<file path="config.mk">
export PLATFORM = sky130hd
export DESIGN_NAME = serial_adder
export DESIGN_NICKNAME = d
export VERILOG_FILES = /design/src/rtl/serial_adder_pkg.sv /design/src/rtl/serial_adder_add1bit.sv /design/src/rtl/serial_adder.sv
export SDC_FILE = /design/constraint.sdc
export NUM_CORES = 1
export LEC_CHECK = 0
export CAP_MARGIN = 10
export CELL_PAD_IN_SITES_DETAIL_PLACEMENT = 1
export CELL_PAD_IN_SITES_GLOBAL_PLACEMENT = 2
export CORE_UTILIZATION = 30
export DETAILED_ROUTE_END_ITERATION = 12
export MAX_ROUTING_LAYER = met4
export PLACE_DENSITY = 0.8
export SETUP_SLACK_MARGIN = 0.15
export SLEW_MARGIN = 0
export SYNTH_ARGS = -nofsm -noshare
export SYNTH_HDL_FRONTEND = slang
export SYNTH_SLANG_ARGS = --single-unit
</file>
<file path="constraint.sdc">
create_clock -name clk -period 1.65 [get_ports clk]
set_input_delay 0.2475 -clock clk [delete_from_list [all_inputs] [get_ports clk]]
set_output_delay 0.2475 -clock clk [all_outputs]
set_load 0.02 [all_outputs]
</file>
<file path="src/rtl/serial_adder_pkg.sv">
// Shared definitions for the bit-serial adder: FSM state encoding and the
// counter-width helper.
package serial_adder_pkg;

    // Fixed encodings: Idle=0, Shift=1, Done=2.
    typedef enum logic [1:0] {
        StIdle  = 2'd0,
        StShift = 2'd1,
        StDone  = 2'd2
    } state_e;

    // Bit-position counter width: ceil(log2(w)), but at least one bit so WIDTH=1 still has a
    // register.
    function automatic int unsigned cnt_width(input int unsigned w);
        return (w <= 1) ? 1 : $clog2(w);
    endfunction

endpackage

</file>
<file path="src/rtl/serial_adder_add1bit.sv">
// One-bit full-adder cell; the combinational core of each serial step.
//
// Ports:
//   a_i, b_i  operand bits
//   c_i       carry in
//   s_o       sum bit
//   c_o       carry out
module serial_adder_add1bit (
    input  logic a_i,
    input  logic b_i,
    input  logic c_i,
    output logic s_o,
    output logic c_o
);

    assign s_o = a_i ^ b_i ^ c_i;
    assign c_o = (a_i & b_i) | (a_i & c_i) | (b_i & c_i);

endmodule

</file>
<file path="src/rtl/serial_adder.sv">
// Bit-serial WIDTH-bit adder. Operands are captured in parallel and added
// LSB-first, one bit per clock, through a single full-adder cell with a
// registered carry. Valid/ready handshakes on both the operand and result side.
//
// Ports:
//   clk        rising-edge clock
//   rst        asynchronous active-high reset
//   in_valid   operand set a/b/c_in valid
//   in_ready   ready to accept operands (Idle and not in reset)
//   a, b       WIDTH-bit operands
//   c_in       carry into bit 0
//   out_valid  sum/c_out hold a completed result
//   out_ready  consumer accepts the result
//   sum        A+B+c_in, low WIDTH bits
//   c_out      carry out of bit WIDTH-1
module serial_adder
    import serial_adder_pkg::*;
#(
    parameter int unsigned WIDTH = 8
) (
    input  logic             clk,
    input  logic             rst,
    input  logic             in_valid,
    output logic             in_ready,
    input  logic [WIDTH-1:0] a,
    input  logic [WIDTH-1:0] b,
    input  logic             c_in,
    output logic             out_valid,
    input  logic             out_ready,
    output logic [WIDTH-1:0] sum,
    output logic             c_out
);

    localparam int unsigned          CntW    = cnt_width(WIDTH);
    localparam logic [CntW-1:0]      LastCnt = CntW'(WIDTH - 1);

    state_e            state_q,  state_d;
    logic [WIDTH-1:0]  a_sr_q,   a_sr_d;
    logic [WIDTH-1:0]  b_sr_q,   b_sr_d;
    logic [WIDTH-1:0]  sum_sr_q, sum_sr_d;
    logic              carry_q,  carry_d;
    logic [CntW-1:0]   count_q,  count_d;

    logic              cell_s;
    logic              cell_c;
    logic [WIDTH-1:0]  sum_msb;

    serial_adder_add1bit u_cell (
        .a_i (a_sr_q[0]),
        .b_i (b_sr_q[0]),
        .c_i (carry_q),
        .s_o (cell_s),
        .c_o (cell_c)
    );

    // New sum bit positioned at the MSB; written this way so WIDTH=1 needs no special slice.
    always_comb begin
        sum_msb          = '0;
        sum_msb[WIDTH-1] = cell_s;
    end

    always_comb begin
        state_d  = state_q;
        a_sr_d   = a_sr_q;
        b_sr_d   = b_sr_q;
        sum_sr_d = sum_sr_q;
        carry_d  = carry_q;
        count_d  = count_q;

        unique case (state_q)
            StIdle: begin
                if (in_valid) begin
                    a_sr_d  = a;
                    b_sr_d  = b;
                    carry_d = c_in;
                    count_d = '0;
                    state_d = StShift;
                end
            end
            StShift: begin
                a_sr_d   = a_sr_q >> 1;
                b_sr_d   = b_sr_q >> 1;
                sum_sr_d = (sum_sr_q >> 1) | sum_msb;
                carry_d  = cell_c;
                count_d  = count_q + 1'b1;
                if (count_q == LastCnt) begin
                    state_d = StDone;
                end
            end
            StDone: begin
                if (out_ready) begin
                    state_d = StIdle;
                end
            end
            default: state_d = StIdle;
        endcase
    end

    always_ff @(posedge clk or posedge rst) begin
        if (rst) begin
            state_q  <= StIdle;
            a_sr_q   <= '0;
            b_sr_q   <= '0;
            sum_sr_q <= '0;
            carry_q  <= 1'b0;
            count_q  <= '0;
        end else begin
            state_q  <= state_d;
            a_sr_q   <= a_sr_d;
            b_sr_q   <= b_sr_d;
            sum_sr_q <= sum_sr_d;
            carry_q  <= carry_d;
            count_q  <= count_d;
        end
    end

    // in_ready is gated by rst directly so it drops as soon as reset asserts.
    assign in_ready  = (state_q == StIdle) & ~rst;
    assign out_valid = (state_q == StDone);
    // Internal registers are exposed as-is; they only mean a result while out_valid is high.
    assign sum       = sum_sr_q;
    assign c_out     = carry_q;

endmodule
</file>
### Word level (Yosys, flattened, before mapping)

Cells that the tools add are included.
Widths: inputs -> output; s select.

* bits in registers: 30
* input port bits: 21
* output and inout bits: 11
* word-level logic and storage cells: 39

* $add $sub $neg: 1
* equal/unequal tests: 6
* mux-type cells: 12
* bitwise logic cells: 10
* reductions and logical operators: 4

Operator list (count)
* $pmux 8 s2: 2
* $mux 8: 2
* $or 7x8->8: 1
* $mux 2: 3
* $pmux 2 s3: 1
* $pmux 3 s2: 1
* $and 1x1->1: 4
* $ne 2x2->1 const B: 2
* $add 3x1->3 const B: 1
* $eq 3x3->1 const B: 1
* $mux 3: 1
* $reduce_and 3->1: 1
* $eq 2x1->1 const B: 1
* $eq 2x2->1 const B: 1
* $logic_not 2->1: 1
* $ne 2x1->1 const B: 1
* $or 1x1->1: 2
* $pmux 1 s2: 1
* $reduce_and 2->1: 1
* $reduce_bool 2->1: 1
* $xor 1x1->1: 2
* $mux 1: 1
* $not 1->1: 1

### Longest topological paths before layout

Gate-level depths: netlist (run 1).

* depth after elaboration: 4
* depth in mapped cells: 6
* gate-level depth less buffers: 4

### Modules after synthesis

A second synthesis (run 1) with hierarchy kept.

* cell total of the unflattened synthesis: 127
* area, all modules: 1561.5 um2

Modules (own cells, without submodules)
* serial_adder: times used 1, cells an instance 126, area an instance 1541.5 um2, seq. area each 750.7 um2
* serial_adder_add1bit: times used 1, cells an instance 1, area an instance 20.0 um2, seq. area each 0.0 um2

### Least setup slack after synthesis (run 1)

Ideal clock, no wire load.

* path type: register -> output
* start: register state_q[0]
* end: output port in_ready
* data arrival time: 1.164 ns
* required time: 1.402 ns
* path slack: 0.239 ns
* cell stages (with the launch flop): 4
* buffers on the path: 2
* path through: dfrtp_1 -> buf_4 -> buf_2 -> nor3_1

* word-level cells in the longest chain between the ends: 2

Ends and longest elaborated chain
* start: declaration: line serial_adder.sv:37 `state_e state_q, state_d;`
* start signal: assignment: line serial_adder.sv:101 `state_q <= StIdle;`
* start signal: assignment: line serial_adder.sv:108 `state_q <= state_d;`
* $logic_not 2->1: line serial_adder.sv:118 `assign in_ready = (state_q == StIdle) & ~rst;`
* $and 1x1->1: line serial_adder.sv:118
* end: declaration: line serial_adder.sv:24 `output logic in_ready,`

Every way passes these cells.

### Final worst setup path (run 1)

* start: register state_q[0]
* end: register a_sr_q[2]

* word-level cells in the longest chain between the ends: 3
* elaborated cells between the ends (all ways): 6
* classes of those cells: eq/ne (2); mux (1); reduce/logical (3)

Ends and longest elaborated chain
* $eq 2x1->1 / $logic_not 2->1 (equally long branches): line serial_adder.sv:70 `unique case (state_q)`
* $reduce_bool 2->1 (no line) / $ne 2x2->1 (equally long branches)
* $reduce_and 2->1 (no line)
* end signal: assignment: line serial_adder.sv:109 `a_sr_q <= a_sr_d;`
* end: declaration: line serial_adder.sv:38 `logic [WIDTH-1:0] a_sr_q, a_sr_d;`

Several ways; a longest one is shown, not always the timed one.
A chain may end at the register's enable or synchronous reset.

==> results of run 1 <==
[worst max-delay path: cells and delay by family (launching register included)]
| family | cells | cell delay (ns) |
|---|---|---|
| and+or+nand+nor | 2 | 0.50 |
| DFF | 1 | 0.43 |
| buffers and inverters | 1 | 0.22 |
| AOI/OAI and AO/OA | 1 | 0.15 |
[worst max-delay path by stage]
stage / from / endpoint / cells after the start
global route: state_q[0] / a_sr_q[2] / 5
floorplan: state_q[0] / in_ready / 3
finish: state_q[0] / a_sr_q[2] / 4
detailed placement: rst / in_ready / 3
CTS: state_q[1] / in_ready / 2
global placement: rst / in_ready / 3
[kinds of logic (layout without fill, tap and decap cells)]
kind of cell    count (synthesis)  in the layout  synth area share [%]
flops                          30             30                  54.3
buf+inv                        14             57                  5.80
fa+ha+maj                       3              3                  3.26
simple gates                   49             49                  16.8
compound gates                 41             41                  19.7
[timing repair]
item	in CTS	in global routing
endpoints found under the hold margin	0	0
pin swaps	0	0
endpoints found under the setup margin	17	17
resized for setup	11	6
[through the flow]
step / setup WS, ns / util [%] / setup TNS [ns]
after floorplan: 0.239 / - / 0
after global placement: -0.0265 / 41.0 / -0.0265
after detailed placement: -0.0620 / 41.0 / -0.0620
after CTS: 0.0933 / 42.5 / 0
after global routing: 0.160 / 42.6 / 0
final: 0.221 / 42.6 / 0
[report_power, final]
group,total (mW),internal [mW],switching (mW)
combinational,1.49,0.674,0.819
sequential,1.32,1.08,0.238
clock,0.550,0.290,0.261
[sequential cells by signal, summed over array words and instances, names as in the netlist]
signal	count
count_q	3
state_q	2
sum	8
c_out	1
b_sr_q	8
a_sr_q	8
[layout by cell type, fill, tap and decap left out]
cell type	n
a21oi_1	11
a221oi_1	2
a22o_1	2
a2bb2oi_1	1
buf_4	13
clkbuf_1	2
clkbuf_2	1
clkbuf_8	5
clkdlybuf4s50_1	20
clkinvlp_4	1
dfrtp_1	29
dfrtp_2	1
dlygate4sd2_1	9
dlymetal6s2s_1	1
fa_1	1
ha_1	2
inv_1	4
inv_2	1
nand2_1	27
nand2b_1	3
nand2b_2	1
nand3b_1	3
nor2_1	4
nor2_2	1
nor2b_1	4
nor3_1	3
nor3b_1	3
o21ai_0	4
o21ai_1	1
o221a_2	3
o22a_1	3
o22ai_1	13
o31ai_1	1
[routing by layer]
| layer | routed length, um | vias up |
|---|---|---|
| met4 | 64 | 0 |
| li1 | - | 572 |
| met3 | 133 | 7 |
| met1 | 1600 | 597 |
| met5 | 0 | - |
| met2 | 1730 | 27 |
[area by class of cell]
type                            instances  share of cell area (%)
Tap cell                               52                    3.49
Timing Repair Buffer                   44                    21.1
Sequential cell                        30                    40.3
Inverter                                6                    1.41
Clock buffer                            7                    4.09
Multi-Input combinational cell         93                    29.6
==> results.cfg, run 1 <==
[clock_network]
clock_sinks = 30
clk_path_buf_depth = 2
htreeDepth = 2
cts_tree = built
clk_latency_ns = 0.28
clk_pin_slew_ns = 0.06
numCtsBuffers = 5
ctsRootBufferMaster = clkbuf_8
postCtsSetupBuffers = 0
cts_hold_buffers = 0

[yosys]
synth.distinct_cells = 27
async_flop_share_pct = 100
synth_common_cells = dfrtp_1, nand2_1, o22ai_1, a21oi_1
synth_top_cell_area_share_pct = 54.3
synth_top_flop_cell = dfrtp_1
syn_nets = 161
syn_area_per_cell_um2 = 10.1
synth.area.top_cells = dfrtp_1, nand2_1, o22ai_1
synth.most_common_cell = dfrtp_1
synth_seq_cells = 30
synth_edf_count = 0
synth_cells = 137
ys_seq_area_share_pct = 54.3
synth_area_um2 = 1380
ys_warn_count = 0
yosysTopAreaCell = dfrtp_1

[timing]
rsz0062_at_grt = no
finClkSkew_ns = 0.00305
final_hold_viol_count = 0
slew_headroom_pct = 71.9
holdWs_ns = 0.380
max_freq_mhz = 700
worst_pin_slew_ns = 0.420
finalMaxSlewViolations = 0
setup_viol = 0
period_share_pct = 86.6
finalCriticalPeriod_ns = 1.43

[cells_and_area]
drive_above_1_share_pct = 15.0
final_nets = 204
multiInputGateArea_um2 = 553
final_area_um2 = 1870
regArea_um2 = 752
n_fill_cell = 499
fin_cells = 232
syn_to_final_growth_pct = 35.1
diodes = 0

[place]
place_congestion = 0.793
post-dp-hpwl_um = 2590
io_buffer_count = 31
dp_cells = 225
placed_cell_area_um2 = 1800

[global_route]
grt_max_degree = 31
use_met3_pct = 3.17
grt_pass1_vias = 1312
gr-max-usage-layer = met2
grtUsageTotal_pct = 16.4
globalRoute.totalOverflow = 0
met2_usage_pct = 28.0
antenna_found_initial = 0
grt_first_pass_wirelength_um = 6090
grt_use_met1_pct = 19.0

[setup_path]
r2r_start = state_q[0]
crit_type = flop to flop
worstRegToRegCells = 4
worstPathMaxFanout = 15
cp_slowest_cell = dfrtp_1
path_cells = buf_4 > nor2_1 > nand3b_1 > o221a_2
worstReg2RegEnd = a_sr_q[2]
cp.required_ns = 1.81
worst_ep_arrival_time_ns = 1.59
crit_path_start_kind = flop
cp-end-kind = flop
critPathMaxStageDelay_ns = 0.43
r2r_slack_ns = 0.22

[power]
total_power_mw = 3.36
ir_drop_uv = 596
p_per_area_nw_per_um2 = 1800
leakagePower_nw = 0.847

[routing]
drt_iter0_markers = 62
dr.pass1.iters = 4
antenna_left = 0
via_count = 1203
drt_wl_total_um = 3530
routedWlPerCell_um = 15.2
via_per_inst = 5.19
drc = 0

[floorplan]
die_x_um = 69.9
core_area_um2 = 4380
start_util_pct = 31.5
die_y_um = 69.9
die_area_um2 = 4880
io_pins = 32
fp-row-count = 24

[outcome]
status = completed

[flow_run]
max_cap_violations = 0

[hold_path]
holdCritPathClass = primary input to asynchronous set/reset pin
No activity file was read; power rests on OpenSTA's default activity.
==> inputs of run 2 (changes only) <==
--- a/config.mk
+++ b/config.mk
@@ -8,10 +8,10 @@
 export CAP_MARGIN = 10
 export CELL_PAD_IN_SITES_DETAIL_PLACEMENT = 1
 export CELL_PAD_IN_SITES_GLOBAL_PLACEMENT = 2
-export CORE_UTILIZATION = 30
+export CORE_UTILIZATION = 27
 export DETAILED_ROUTE_END_ITERATION = 12
 export MAX_ROUTING_LAYER = met4
-export PLACE_DENSITY = 0.8
+export PLACE_DENSITY = 0.76
 export SETUP_SLACK_MARGIN = 0.15
 export SLEW_MARGIN = 0
 export SYNTH_ARGS = -nofsm -noshare
==> constraint.sdc (replaced) <==
create_clock -name clk -period 1.3 [get_ports clk]
set_input_delay 0.195 -clock clk [delete_from_list [all_inputs] [get_ports clk]]
set_output_delay 0.195 -clock clk [all_outputs]
set_load 0.02 [all_outputs]
==> run 2 against run 1 <==
Clock power rose by 43%. Worst setup slack got worse by 0.22 ns. Critical endpoint unchanged. Sequential cell count did not move. Utilization rose by 5.5 points. Combinational power rose by 110%. Total power rose by 68%. Global-route usage rose by 1.3 points. Largest power group unchanged. The run now ends with negative setup slack left. Clock-buffer cell count did not move. Worst hold slack got worse by 0.040 ns.
==> results.cfg, run 2 (same netlist as run 1, synthesis figures left out) <==
[outcome]
status = finished with violations
violations = negative setup slack

[floorplan]
die_x_um = 73.5
die_area_um2 = 5410
start_util_pct = 28.7
io_pins = 32
core_area_um2 = 4820
fp-row-count = 25
die_y_um = 73.5

[clock_network]
cts_hold_buffers = 0
ctsRootBufferMaster = clkbuf_8
htreeDepth = 2
clk_path_buf_depth = 2
numCtsBuffers = 5
cts_tree = built
clk_pin_slew_ns = 0.07
clock_sinks = 30
clk_latency_ns = 0.28

[timing]
period_share_pct = 100
setup_viol = 1
slew_headroom_pct = 78.0
finClkSkew_ns = 0.00405
finalCriticalPeriod_ns = 1.30
finalMaxSlewViolations = 0
final_hold_viol_count = 0
worst_slack_ns = -0.00200
worst_pin_slew_ns = 0.330
rsz0062_at_grt = yes
max_freq_mhz = 768

[flow_run]
max_cap_violations = 0

[routing]
drt_iter0_markers = 32
via_count = 1275
antenna_left = 0
drc = 0
drt_wl_total_um = 4340
via_per_inst = 4.89
dr.pass1.iters = 4
routedWlPerCell_um = 16.6

[setup_path]
cp-end-kind = flop
critPathTopFamily = flip-flops
crit_path_start_kind = flop
path_cells = buf_12 > nor2_4 > nor2_2 > buf_6 > o221a_4
crit_type = flop to flop
worst_ep_arrival_time_ns = 1.47
timing.critical_path.buf_inv = 2
worstPathMaxFanout = 8
cp.required_ns = 1.47
cp_slowest_cell = dfrtp_2
critPathMaxStageDelay_ns = 0.50

[cells_and_area]
final_area_um2 = 2320
drive_above_1_share_pct = 49.5
utilization_pct = 48.1
final_cell_mix = dfrtp_1, clkdlybuf4s50_1, nand2_1
n_fill_cell = 537
final_nets = 217
syn_to_final_growth_pct = 67.8
fin_cells = 261
diodes = 0
layout_commonest_cell = dfrtp_1

[power]
clockPowerShare_pct = 13.9
ir_drop_uv = 1040
total_power_mw = 5.65
power.switching_mw = 2.23
p_seq_share_pct = 32.0
p_per_area_nw_per_um2 = 2440
leakagePower_nw = 0.998
swShare_pct = 39.5
intPower_mw = 3.42
combPwrFrac_pct = 54.1

[hold_path]
holdCritPathClass = primary input to asynchronous set/reset pin

[global_route]
grt_pass1_vias = 1382
grt_first_pass_wirelength_um = 6740
antenna_found_initial = 0
grt_max_degree = 31
grtUsageTotal_pct = 17.7
globalRoute.totalOverflow = 0

[place]
place_worst_setup_slack_ns = -0.289
io_buffer_count = 31
post-dp-hpwl_um = 2690
placed_cell_area_um2 = 1880
place_congestion = 0.722
dp_cells = 244
==> run 2: cell count changes in the layout (fill, tap and decap cells not counted), sizes merged <==
cell           delta
clkinvlp          -1
dlygate4sd2       -8
clkinv            +2
clkdlybuf4s50     -1
buf              +23
dlymetal6s2s      -1
==> run 2: area by class of cell <==
cell class | instances | area [um2] | share of cell area (%)
multi-input cells | 93 | 800 | 34.5
flip-flops and latches | 30 | 754 | 32.5
repair buffers | 57 | 566 | 24.4
clock buffers | 7 | 86.3 | 3.72
well taps | 67 | 83.8 | 3.62
inverters | 6 | 23.8 | 1.03
clock inverters | 1 | 5.00 | 0.216
==> run 2: per-layer routing <==
metal,GRT usage (%),part of all wire [%],vias to the layer above
met5,-,0,-
met1,19.3,41,636
met3,4.66,3.6,7
li1,-,-,604
met4,7.05,1.4,0
met2,30.7,54,28
==> run 2: worst paths after layout <==
path                       depth (start not counted)       start    endpoint  slack, ns
min in group clk                                   3        a[7]   a_sr_q[7]       0.47
max in group asynchronous                          3         rst       c_out       0.77
setup reg to reg                                   5  state_q[0]   a_sr_q[2]     -0.002
hold reg to reg                                    2      sum[0]      sum[0]       0.48
setup / recovery                                   5  state_q[0]   a_sr_q[2]     -0.002
hold / removal                                     3         rst  state_q[0]       0.34
==> run 2: power by group through the flow <==
stage	logic [mW]	clock network, mW	registers (mW)
floorplan	1.24	0	1.76
global placement	2.00	0	1.67
detailed placement	2.10	0	1.70
CTS	2.72	0.805	1.75
global route	3.29	0.845	1.87
finish	3.06	0.787	1.81
==> run 2: what timing repair did <==
action,CTS,global route
hold endpoints to repair,0,0
endpoints found under the setup margin,41,38
gates resized for setup,85,37
pin swaps,7,17
gates cloned,2,0
setup buffers,4,3
==> run 2: through the flow <==
step	hold WS, ns	setup TNS [ns]
final	0.340	-0.00200
after floorplan	0.281	0
after CTS	0.350	0
after global routing	0.364	-0.224
after detailed placement	0.479	-5.78
after global placement	0.459	-4.06
==> run 2: tightest hold or removal path: stages <==
cell             delay [ns]
clkdlybuf4s50_1        0.46
inv_1                  0.12
buf_12                 0.20
==> inputs of run 3 (changes only) <==
--- a/config.mk
+++ b/config.mk
@@ -9,6 +9,7 @@
 export CELL_PAD_IN_SITES_DETAIL_PLACEMENT = 1
 export CELL_PAD_IN_SITES_GLOBAL_PLACEMENT = 2
 export CORE_UTILIZATION = 27
+export CTS_CLUSTER_DIAMETER = 150
 export DETAILED_ROUTE_END_ITERATION = 12
 export MAX_ROUTING_LAYER = met4
 export PLACE_DENSITY = 0.76
==> results of run 3 <==
The final DEF is identical to that of run 2; final timing and power are the same.
